## config.mk

```make
export PLATFORM = sky130hd
export DESIGN_NAME = cmm_row_serializer
export DESIGN_NICKNAME = d
export VERILOG_FILES = /design/src/rtl/cmm_pkg.sv /design/src/rtl/cmm_row_fifo.sv /design/src/rtl/cmm_row_serializer.sv
export SDC_FILE = /design/constraint.sdc
export NUM_CORES = 1
export LEC_CHECK = 0
export CORE_ASPECT_RATIO = 1.1
export CORE_MARGIN = 2
export CORE_UTILIZATION = 44
export CTS_CLUSTER_DIAMETER = 30
export DETAILED_ROUTE_END_ITERATION = 6
export PLACE_DENSITY = 0.65
export SLEW_MARGIN = 20
export SYNTH_ARGS = -nofsm -noshare
export SYNTH_HDL_FRONTEND = slang
export SYNTH_HIERARCHICAL = 1
export SYNTH_SLANG_ARGS = --single-unit
```

## constraint.sdc

```tcl
create_clock -name CLK -period 3.41 [get_ports CLK]
set_clock_uncertainty 0.15 [all_clocks]
set_input_delay 1.023 -clock CLK [delete_from_list [all_inputs] [get_ports CLK]]
set_output_delay 1.023 -clock CLK [all_outputs]
set_load 0.05 [all_outputs]
```

## src/rtl/cmm_pkg.sv

```systemverilog
// Shared types for the consecutive matrix multiplier row sink.
// Row entry layout and serializer state encoding.
package cmm_pkg;

  localparam int CMM_ELEM_W = 32;
  localparam int CMM_ELEMS  = 8;
  localparam int CMM_ROW_W  = 5;

  typedef struct packed {
    logic [CMM_ROW_W-1:0]            row;
    logic [CMM_ELEM_W*CMM_ELEMS-1:0] data;
  } row_entry_t;

  typedef enum logic [1:0] {
    S_IDLE,
    S_RUN,
    S_DRAIN,
    S_FIN
  } cmm_ser_state_e;

endpackage

```

## src/rtl/cmm_row_fifo.sv

```systemverilog
// Small row buffer for the serializer.
// Flush wins over pop; a push alongside flush lands in entry 0.
module cmm_row_fifo
  import cmm_pkg::*;
#(
  parameter int DEPTH = 2
) (
  input  logic       clk,
  input  logic       rst_n,
  input  logic       push,
  input  logic       pop,
  input  logic       flush,
  input  row_entry_t din,
  output logic       full,
  output logic       empty,
  output row_entry_t head
);

  localparam int PW = $clog2(DEPTH);
  localparam int CW = PW + 1;

  row_entry_t        mem [DEPTH];
  logic [PW-1:0]     wptr;
  logic [PW-1:0]     rptr;
  logic [CW-1:0]     count;

  assign full  = (count == CW'(DEPTH));
  assign empty = (count == '0);
  assign head  = mem[rptr];

  // Storage, pointers and occupancy.
  always_ff @(posedge clk or negedge rst_n) begin
    if (!rst_n) begin
      for (int i = 0; i < DEPTH; i++) mem[i] <= '0;
      wptr  <= '0;
      rptr  <= '0;
      count <= '0;
    end else if (flush) begin
      rptr <= '0;
      if (push) begin
        mem[0] <= din;
        wptr   <= PW'(1);
        count  <= CW'(1);
      end else begin
        wptr  <= '0;
        count <= '0;
      end
    end else begin
      if (push) begin
        mem[wptr] <= din;
        wptr      <= wptr + PW'(1);
      end
      if (pop) rptr <= rptr + PW'(1);
      unique case ({push, pop})
        2'b10:   count <= count + CW'(1);
        2'b01:   count <= count - CW'(1);
        default: count <= count;
      endcase
    end
  end

endmodule

```

## src/rtl/cmm_row_serializer.sv

```systemverilog
// Captures multiplier result rows and streams them as elements.
// Tracks run completion and reports drops on a full buffer.
module cmm_row_serializer
  import cmm_pkg::*;
#(
  parameter int ELEM_W = CMM_ELEM_W,
  parameter int ELEMS  = CMM_ELEMS,
  parameter int ROW_W  = CMM_ROW_W,
  parameter int DEPTH  = 2
) (
  input  logic                    CLK,
  input  logic                    RSTN,
  input  logic                    START,
  input  logic                    DONE_ROW,
  input  logic [ROW_W-1:0]        ROW_NUM,
  input  logic [ELEM_W*ELEMS-1:0] OUT,
  input  logic                    DONE,
  output logic                    M_VALID,
  input  logic                    M_READY,
  output logic [ELEM_W-1:0]       M_DATA,
  output logic [ROW_W-1:0]        M_ROW,
  output logic [2:0]              M_ELEM,
  output logic                    M_LAST,
  output logic                    OVERFLOW,
  output logic                    ALL_DONE
);

  cmm_ser_state_e state_q, state_d;
  logic       done_seen_q, done_seen_d;
  logic       dr_q, dn_q;
  logic       row_rise, done_rise;
  logic       full, empty;
  logic       push, pop, xfer, last;
  logic [2:0] elem;
  logic       ovf_q;
  row_entry_t head, din;

  assign row_rise  = DONE_ROW & ~dr_q;
  assign done_rise = DONE & ~dn_q;

  assign last = (elem == 3'(ELEMS-1));
  assign xfer = M_VALID & M_READY;
  assign pop  = xfer & last & ~START;
  assign push = row_rise & (~full | pop | START);

  assign din.row  = ROW_NUM;
  assign din.data = OUT;

  cmm_row_fifo #(
    .DEPTH(DEPTH)
  ) u_fifo (
    .clk  (CLK),
    .rst_n(RSTN),
    .push (push),
    .pop  (pop),
    .flush(START),
    .din  (din),
    .full (full),
    .empty(empty),
    .head (head)
  );

  assign M_VALID  = ~empty;
  assign M_DATA   = M_VALID ? head.data[ELEM_W*int'(elem) +: ELEM_W] : '0;
  assign M_ROW    = M_VALID ? head.row : '0;
  assign M_ELEM   = M_VALID ? elem : '0;
  assign M_LAST   = M_VALID & last;
  assign OVERFLOW = ovf_q;
  assign ALL_DONE = (state_q == S_FIN) & done_seen_q;

  // Edge detect, element counter and sticky overflow.
  always_ff @(posedge CLK or negedge RSTN) begin
    if (!RSTN) begin
      dr_q  <= 1'b0;
      dn_q  <= 1'b0;
      elem  <= '0;
      ovf_q <= 1'b0;
    end else begin
      dr_q <= DONE_ROW;
      dn_q <= DONE;
      if (START) begin
        elem  <= '0;
        ovf_q <= 1'b0;
      end else begin
        if (xfer) elem <= last ? 3'd0 : elem + 3'd1;
        if (row_rise & full & ~pop) ovf_q <= 1'b1;
      end
    end
  end

  // Run state register.
  always_ff @(posedge CLK or negedge RSTN) begin
    if (!RSTN) begin
      state_q     <= S_IDLE;
      done_seen_q <= 1'b0;
    end else begin
      state_q     <= state_d;
      done_seen_q <= done_seen_d;
    end
  end

  // Run progression: start, completion seen, fully drained.
  always_comb begin
    state_d     = state_q;
    done_seen_d = done_seen_q;
    if (START) begin
      state_d     = S_RUN;
      done_seen_d = 1'b0;
    end else begin
      unique case (state_q)
        S_RUN: begin
          if (done_rise) begin
            state_d     = S_DRAIN;
            done_seen_d = 1'b1;
          end
        end
        S_DRAIN: begin
          if (empty & ~row_rise) state_d = S_FIN;
        end
        default: state_d = state_q;
      endcase
    end
  end

endmodule

```

==> metrics.yaml, run 1 <==
crit_path_start_kind: "register"
finalSetupTns_ns: -22.26
fin_crit_sh_pct: 123.0
p_clk_share_pct: 46.0
synth-simple-area-share_pct: 2.174
p_int_mw: 20.40
rsz0062_at_grt: "true"
synth_top_family_by_area: "multiplexers"
hp-class: "in2async"
crit_chain: "clkbuf_16, buf_16, mux2_2, mux4_2, o22ai_4, nor3_2, buf_6"
gp_congestion: 0.7986
fillCellCount: 4410
maxSlewViolCount: 0
wl_per_cell_um: 25.04
yosys-top-cells-area: "dfrtp_1 50%, mux2_4 21%, mux2_2 18%"
vdd_drop_max_v: 0.0004768
synth_compound_gate_area_share_pct: 1.800
dp_hpwl_um: 51220
synth_area_um2: 26760
synth_edf_count: 0
dr.pass1.iters: 4
layoutNonFillerInstCount: 3046
die_h_um: 262.6
power.total_mw: 27.30
num_rows: 94
worst_slack_ns: -0.7827
synth_top_area_share_pct: 50.03
num-nets-final: 2439
drive_above_1_share_pct: 58.78
status: "finished, violations left"
drc: 0
holdWs_ns: 0.1544
grt_start_max_net_pins: 70
synth_top_area_cell: "dfrtp_1"
place_inst: 2785
synth_xor_area_share_pct: 0.1309
end_kind: "output pin"
fin_crit_ns: 4.193
maxSlewHeadroom_pct: 59.07
synth_seq_area_share_pct: 50.03
setup_viol: 36
ant_nets: 0
ys_async_sr_fraction_pct: 100.0
fin_area_um2: 37200
antenna_found_initial: 9
p_per_area_nw_per_um2: 733.7
core_um2: 59980
gr-total-overflow: 0
numCtsBuffers: 131
power.switching_mw: 6.897
die_x_um: 239.1
tightest_slew_ns: 0.6139
worst_path_max_delay_cell: "mux4_2"
synth_cells: 1688
fin_util_pct: 62.02
ios: 311
synth.avg_cell_area_um2: 15.85
p_seq_share_pct: 33.2
first_iter_violations: 591
cp_num_buf_inv: 3
synth-adder-area-share_pct: 0.09352
initial_core_util_pct: 44.61
yosysMostFrequentCell: "dfrtp_1"
vias_per_cell: 5.362
grt_pass1_vias: 18350
grtUsageTotal_pct: 24.33
area_growth_pct: 39.03
cp.required_ns: 2.24
violations: "negative setup slack"
max_stage_delay_ns: 0.55
hold_viol_final: 0
dieArea_um2: 62810
synth.top_cells.by_count: "535 x dfrtp_1, 435 x mux2_2, 380 x mux2_4"
h-tree-depth: 4
path_clk_slew_ns: 0.04
max-cap-violations: 0
max_freq_mhz: 238.5
cts_tree: "built"
muxShareOfSynthArea_pct: 42.43
yosysWarningCount: 6
synthDistinctLibCells: 32
path_class: "reg2out"
sw_frac_of_total_pct: 25.27
cts_max_path_buffers: 3
routed_wl_um: 76270
port-buffer-count: 310
crit_family: "multiplexers"
cts-root-buf: "clkbuf_16"
vias: 16330
p_leak_nw: 16.90
synth-seq-cells: 535
synth_flop_cell: "dfrtp_1"
grt_pass1_wl_um: 115000
detailed_place.area_um2: 31710
cp_max_fo: 11
arrival_ns: 3.02
synth_nets: 1957
place_ws_ns: -0.5312
comb_power_share_pct: 20.8
clock-sinks: 535
clock_latency_ns: 0.69
-- path summary, 6_finish.rpt --
path | endpoint | from | slack [ns] | cells past startpoint
max | M_DATA[13] | u_fifo/rptr | -0.78 | 7
min | u_fifo/mem[129] | RSTN | 0.15 | 1
max reg2reg | u_fifo/mem[519] | elem[1] | 0.54 | 10
min reg2reg | done_seen_q | done_seen_q | 0.34 | 2
max in group asynchronous | u_fifo/mem[519] | RSTN | 2.09 | 2
min in group CLK | done_seen_q | done_seen_q | 0.34 | 2
-- area by class of cell --
type                    instances  area, um2  share of cell area [%]
diodes                          5      12.51                 0.03363
clock inverters                62      788.3                   2.119
well taps                     768      960.9                   2.583
flip-flops and latches        535      13400                   36.02
multi-input cells            1029      13000                   34.96
repair buffers                470       5318                   14.29
inverters                       3      11.26                 0.03027
clock buffers                 174       3706                   9.962
-- power groups by stage --
stage          Sequential [mW]  Combinational (mW)  Clock, mW
2_1_floorplan             8.74                3.85          0
3_3_place_gp              9.00                5.26          0
3_5_place_dp              9.08                5.37          0
4_1_cts                   9.04                5.65       12.7
5_1_grt                   9.26                5.99       13.1
6_report                  9.07                5.68       12.6
-- registers in the layout, indices dropped and copies added, names as in the netlist, 2 cells and up --
signal        cells
u_fifo/mem      522
state_q           2
elem              3
u_fifo/count      2
-- placed cells by master, fill, tap and decap left out, drive strengths merged, types with 5 or more instances in the layout --
cell,count
bufinv,15
mux4,32
nor2,12
nor3,33
clkinvlp,8
a211oi,32
dfrtp,535
clkdlybuf4s50,267
clkinv,32
mux2,815
clkbuf,178
inv,10
o22ai,32
buf,195
nor2b,44
diode,5
-- routing by layer --
layer	track usage, %	routed length, um
met5	0	35
met4	9.324	2249
met2	39.41	37370
met1	31.68	33550
met3	5.609	3062
-- cells by family after synthesis --
family,count (synthesis)
mux,850
compound gates,71
buf+inv,124
flops,535
simple gates,102
xor+xnor,4
fa+ha+maj,2
-- repair_timing --
action | CTS | global route
gates resized for setup | 112 | 40
endpoints found under the hold margin | 0 | 0
cloned | 5 | 5
setup endpoints to repair | 41 | 38
setup buffers | 9 | 8
pin swaps | 7 | 13
hold buffers | 0 | 0
Note: power is estimated with default switching activity, not from simulation.
==> run 2, diff against run 1 <==
CORE_UTILIZATION = 57   (was 44)
PLACE_DENSITY = 0.81   (was 0.65)
==> run 2 against run 1 <==
  * Non-clock buffer count grew 9
  * Power down 3.8%
  * Largest cell class unchanged
  * Critical path type unchanged
  * The flow still finishes with violations (negative setup slack)
  * Largest power group unchanged
  * Register-to-register slack lost 0.14 ns
==> metrics.yaml, run 2 (synthesis results as in run 1) <==
status: "finished, violations left"  # unchanged
violations: "negative setup slack"  # unchanged
maxSlewHeadroom_pct: 59.54  # was 59.07%
num_rows: 83  # was 94
p_leak_nw: 16.69  # was 16.90 nW
grt_pass1_vias: 18920  # was 18.35k
path_class: "reg2out"  # unchanged
finalSetupTns_ns: -22.39  # was -22.26 ns
gr-total-overflow: 0  # unchanged
area_growth_pct: 36.86  # was 39.03%
reg_top3: "u_fifo/mem x522, elem x3"  # unchanged
p_int_mw: 19.32  # was 20.40 mW
setup_viol: 37  # was 36
dp_hpwl_um: 49260  # was 51,220 um
fin_crit_ns: 4.157  # was 4.193 ns
clock_latency_ns: 0.64  # was 0.69 ns
grt_pass1_wl_um: 116700  # was 115,000 um
p_per_area_nw_per_um2: 716.7  # was 733.7 nW/um2
fin_util_pct: 78.71  # was 62.02%
routed_wl_um: 77530  # was 76,270 um
grt_start_max_net_pins: 68  # was 70
first_iter_violations: 1026  # was 591
num-nets-final: 2430  # was 2,439
fillCellCount: 2485  # was 4,410
mostFrequentLayoutCells: "531 x dfrtp_1, 424 x mux2_2, 391 x mux2_4"  # was 531 x dfrtp_1, 431 x mux2_2, 384 x mux2_4
place_ws_ns: -0.3376  # was -0.5312 ns
max_stage_delay_ns: 0.52  # was 0.55 ns
wl_per_cell_um: 27.03  # was 25.04 um
arrival_ns: 2.98  # was 3.02 ns
max-cap-violations: 0  # unchanged
largest_register_ffs: 522  # unchanged
die_x_um: 210.6  # was 239.1 um
path_clk_slew_ns: 0.05  # was 0.04 ns
antenna_found_initial: 23  # was 9
crit_chain: "buf_12, buf_16, mux2_2, mux4_2, o22ai_1, buf_4, nor3_2, buf_6"  # was clkbuf_16, buf_16, mux2_2, mux4_2, o22ai_4, nor3_2, buf_6
core_um2: 46520  # was 59,980 um2
layoutNonFillerInstCount: 2868  # was 3,046
drive_above_1_share_pct: 59.12  # was 58.78%
initial_core_util_pct: 57.51  # was 44.61%
comb_power_share_pct: 21.9  # was 20.8%
ant_nets: 0  # unchanged
p_seq_share_pct: 34.9  # was 33.2%
cts-root-buf: "clkbuf_16"  # unchanged
crit_path_start_kind: "register"  # unchanged
drc: 0  # unchanged
place_inst: 2615  # was 2,785
end_kind: "output pin"  # unchanged
port-buffer-count: 310  # unchanged
vdd_drop_max_v: 0.0004941  # was 0.0004768 V
h-tree-depth: 3  # was 4
regMostFlops: "u_fifo/mem"  # unchanged
clock-sinks: 535  # unchanged
grtUsageTotal_pct: 31.68  # was 24.33%
cp_max_fo: 13  # was 11
maxSlewViolCount: 0  # unchanged
cp.required_ns: 2.24  # about the same
vias: 16820  # was 16.33k
tightest_slew_ns: 0.6069  # was 0.6139 ns
vias_per_cell: 5.865  # was 5.362
p_clk_share_pct: 43.1  # was 46.0%
detailed_place.area_um2: 31480  # was 31,710 um2
final_common_cell: "dfrtp_1"  # unchanged
fin_crit_sh_pct: 121.9  # was 123.0%
sw_frac_of_total_pct: 26.39  # was 25.27%
dieArea_um2: 48690  # was 62,810 um2
hold_viol_final: 0  # unchanged
gp_congestion: 0.8274  # was 0.7986
max_freq_mhz: 240.6  # was 238.5 MHz
worst_path_max_delay_cell: "dfrtp_4"  # was mux4_2
fin_area_um2: 36620  # was 37,200 um2
die_h_um: 231.2  # was 262.6 um
rsz0062_at_grt: "true"  # unchanged
cts_max_path_buffers: 3  # unchanged
dr.pass1.iters: 5  # was 4
ios: 311  # unchanged
worst_slack_ns: -0.7470  # was -0.7827 ns
cts_tree: "built"  # unchanged
numCtsBuffers: 113  # was 131
power.switching_mw: 6.926  # was 6.897 mW
hp-class: "in2async"  # unchanged
-- run 2: changes by cell type in the layout (fill, tap and decap cells not counted), moves of 8 or more --
cell | previous run | this run
diode_2 | 5 | 13
a211oi_2 | 0 | 8
a211oi_1 | 32 | 24
clkbuf_16 | 140 | 120
buf_6 | 70 | 60
buf_4 | 65 | 83
clkbuf_1 | 22 | 14
-- run 2: final timing paths --
kind | startpoint | to | slack (ns) | cells past startpoint
setup / recovery | u_fifo/rptr | M_DATA[12] | -0.75 | 8
hold / removal | RSTN | dn_q | 0.20 | 1
setup reg to reg | elem[1] | u_fifo/mem[504] | 0.40 | 11
hold reg to reg | u_fifo/mem[55] | u_fifo/mem[55] | 0.34 | 1
max in group asynchronous | RSTN | u_fifo/mem[252] | 1.95 | 3
min in group CLK | u_fifo/mem[55] | u_fifo/mem[55] | 0.34 | 1
-- run 2: per-stage QoR --
stage / hold WS (ns) / power [mW]
5_1_grt: 0.2273 / 27.16
3_5_place_dp: 0.3375 / 14.46
4_1_cts: 0.2045 / 26.13
3_3_place_gp: 0.3248 / 14.18
2_1_floorplan: 0.3056 / 12.59
6_report: 0.1955 / 26.25
-- run 2: layer usage --
layer	GRT usage [%]	vias to the layer above	part of all wire (%)
met5	0	-	0.18
met4	15.76	22	4.9
met3	6.599	198	5.0
met2	51.65	504	49
met1	40.39	8888	41
li1	-	7209	-
-- run 2: power by group through the flow --
stage | Sequential, mW | Combinational (mW) | Clock, mW
floorplan | 8.74 | 3.85 | 0
global placement | 8.99 | 5.19 | 0
detailed placement | 9.11 | 5.35 | 0
CTS | 9.10 | 5.63 | 11.4
global route | 9.32 | 6.04 | 11.8
finish | 9.16 | 5.76 | 11.3
-- run 2: repair_timing --
action	in CTS	in global routing
cloned	7	5
hold buffers	0	0
setup buffers	5	11
setup endpoints to repair	41	38
gates resized for setup	105	50
pin swaps	7	8
-- run 2: final cells by class --
cell class,count,area [um2],share of cell area [%]
diodes,13,32.53,0.08883
clock buffers,144,3137,8.566
clock inverters,70,853.3,2.330
inverters,3,11.26,0.03075
multi-input cells,1029,13030,35.58
flip-flops and latches,535,13400,36.59
well taps,595,744.5,2.033
repair buffers,479,5413,14.78
-- run 2: critical path: cells and delay by family (launching register included) --
kind	cells	cell delay (ns)
AO/OA/AOI/OAI	1	0.26
AND/OR/NAND/NOR	1	0.05
buffers and inverters	4	0.68
multiplexers	2	0.83
flip-flops	1	0.52
==> run 3, diff against run 2 <==
CTS_CLUSTER_DIAMETER = 100   (was 30)
GPL_TIMING_DRIVEN = 0   (was default)
==> run 3 against run 2 <==
  * The flow still finishes with violations (negative setup slack)
  * Global-route usage shrank 0.67 points
  * Maximum frequency is essentially flat
  * Final cell count shrank 5.4%
  * Combinational power shrank 2%
  * Sequential power shrank 1%
  * Worst setup slack lost 0.0025 ns
  * Register-to-register slack lost 0.20 ns
  * First-iteration DRC count grew 1.8%
  * Die area is the same
  * Sequential share of layout area grew 3.0 points
==> metrics.yaml, run 3 (synthesis results as in run 1) <==
die_x_um: 210.6  # unchanged
fin_crit_sh_pct: 122.0  # was 121.9%
gp_congestion: 0.8653  # was 0.8274
ios: 311  # unchanged
final_common_cell: "dfrtp_1"  # unchanged
grtUsageTotal_pct: 31.01  # was 31.68%
crit_path_start_kind: "register"  # unchanged
worst_slack_ns: -0.7495  # was -0.7470 ns
holdBufCountCts: 0  # unchanged
detailed_place.area_um2: 30940  # was 31,480 um2
ant_nets: 0  # unchanged
reg_top3: "u_fifo/mem x522, elem x3"  # unchanged
cp.required_ns: 2.24  # about the same
area_growth_pct: 26.30  # was 36.86%
cts-root-buf: "clkbuf_16"  # unchanged
maxSlewViolCount: 0  # unchanged
fin_area_um2: 33790  # was 36,620 um2
max-cap-violations: 0  # unchanged
vdd_drop_max_v: 0.0004041  # was 0.0004941 V
wl_per_cell_um: 27.50  # was 27.03 um
tightest_slew_ns: 0.8270  # was 0.6069 ns
cts_max_path_buffers: 3  # unchanged
initial_core_util_pct: 57.51  # unchanged
numCtsBuffers: 53  # was 113
vias: 16060  # was 16.82k
core_um2: 46520  # unchanged
p_leak_nw: 15.30  # was 16.69 nW
place_ws_ns: -1.638  # was -0.3376 ns
drc: 0  # unchanged
mostFrequentLayoutCells: "533 x dfrtp_1, 419 x mux2_2, 396 x mux2_4"  # was 531 x dfrtp_1, 424 x mux2_2, 391 x mux2_4
hp-class: "in2async"  # unchanged
holdWs_ns: 0.2059  # was 0.1955 ns
cp_max_fo: 9  # was 13
num-nets-final: 2340  # was 2,430
fin_crit_ns: 4.160  # was 4.157 ns
regMostFlops: "u_fifo/mem"  # unchanged
clock_latency_ns: 0.61  # was 0.64 ns
routed_wl_um: 74640  # was 77,530 um
path_class: "reg2out"  # unchanged
violations: "negative setup slack"  # unchanged
die_h_um: 231.2  # unchanged
grt_pass1_vias: 17740  # was 18.92k
rsz0062_at_grt: "true"  # unchanged
dp_hpwl_um: 52730  # was 49,260 um
hold_viol_final: 0  # unchanged
num_rows: 83  # unchanged
final-seq-area_um2: 13390  # was 13,400 um2
multi_input_area_um2: 13150  # was 13,030 um2
path_clk_slew_ns: 0.06  # was 0.05 ns
p_per_area_nw_per_um2: 618.5  # was 716.7 nW/um2
gr-total-overflow: 0  # unchanged
clock-sinks: 535  # unchanged
maxSlewHeadroom_pct: 44.87  # was 59.54%
vias_per_cell: 5.916  # was 5.865
h-tree-depth: 2  # was 3
antenna_found_initial: 25  # was 23
status: "finished, violations left"  # unchanged
end_kind: "output pin"  # unchanged
arrival_ns: 2.99  # was 2.98 ns
dr.pass1.iters: 5  # unchanged
dieArea_um2: 48690  # unchanged
max_freq_mhz: 240.4  # was 240.6 MHz
grt_start_max_net_pins: 103  # was 68
setup_viol: 39  # was 37
grt_pass1_wl_um: 112500  # was 116,700 um
drive_above_1_share_pct: 55.63  # was 59.12%
first_iter_violations: 1044  # was 1,026
cts_tree: "built"  # unchanged
fillCellCount: 2922  # was 2,485
largest_register_ffs: 522  # unchanged
port-buffer-count: 310  # unchanged
-- run 3: cell types whose count changed in the layout (fill, tap and decap cells not counted), sizes merged, moves of 3 or more --
cell and change:
clkinvlp -12, bufinv -7, inv -5, clkdlybuf4s50 +3, buf -47, clkinv -28, clkbuf -60, clkdlybuf4s15 +3
-- run 3: stage by stage --
stage / utilization (%) / cells / TNS, ns / power [mW]
after floorplan: - / 1688 / 0 / 12.59
after global placement: 66.13 / 2593 / - / 14.09
after detailed placement: 66.49 / 2599 / -173.45 / 14.33
after CTS: 72.33 / 2697 / -24.77 / 20.89
after global routing: 72.64 / 2714 / -25.07 / 21.70
final: 72.64 / 2714 / -23.08 / 20.90
-- run 3: layout make-up --
class | instances | area share (%)
sequential | 535 | 39.62
clock inverter | 18 | 0.8923
inverter | 3 | 0.03332
buffer | 121 | 3.477
tap | 595 | 2.203
multi-input combinational | 1029 | 38.92
clock buffer | 71 | 4.480
timing repair buffer | 328 | 10.27
antenna | 14 | 0.1037
-- run 3: worst paths after layout --
check	start	end	slack (ns)	cells past startpoint
setup reg to reg	u_fifo/count[0]	u_fifo/mem[124]	0.20	11
hold reg to reg	u_fifo/mem[60]	u_fifo/mem[60]	0.35	1
setup / recovery	u_fifo/rptr	M_DATA[24]	-0.75	8
max in group asynchronous	RSTN	u_fifo/mem[275]	1.30	4
min in group CLK	u_fifo/mem[60]	u_fifo/mem[60]	0.35	1
hold / removal	RSTN	dn_q	0.21	1
-- run 3: worst max-delay path, cell delays in order, from the launching register on --
cell and delay, ns:
dfrtp_2 0.39, buf_12 0.15, buf_12 0.18, buf_12 0.15
mux2_2 0.33, mux4_2 0.53, o22ai_4 0.32, nor3_2 0.11
buf_6 0.20
-- run 3: routing by layer --
| metal | wire, um | share of wire (%) | global-route usage (%) |
|---|---|---|---|
| met1 | 32110 | 43 | 41.50 |
| met2 | 35710 | 48 | 49.93 |
| met3 | 3503 | 4.7 | 5.583 |
| met4 | 3150 | 4.2 | 13.47 |
| met5 | 170 | 0.23 | 0 |
-- run 3: power breakdown --
group / internal [mW] / total (mW) / switching (mW)
Sequential: 8.07 / 9.05 / 0.980
Clock: 3.69 / 6.21 / 2.52
Combinational: 3.47 / 5.63 / 2.16
Total: 15.2 / 20.9 / 5.66
-- run 3: repair_timing --
item                                    in CTS  in global routing
setup buffers                                5                  3
pin swaps                                   19                 19
cloned                                       4                  1
endpoints found under the setup margin      42                 41
resized for setup                          399                 28
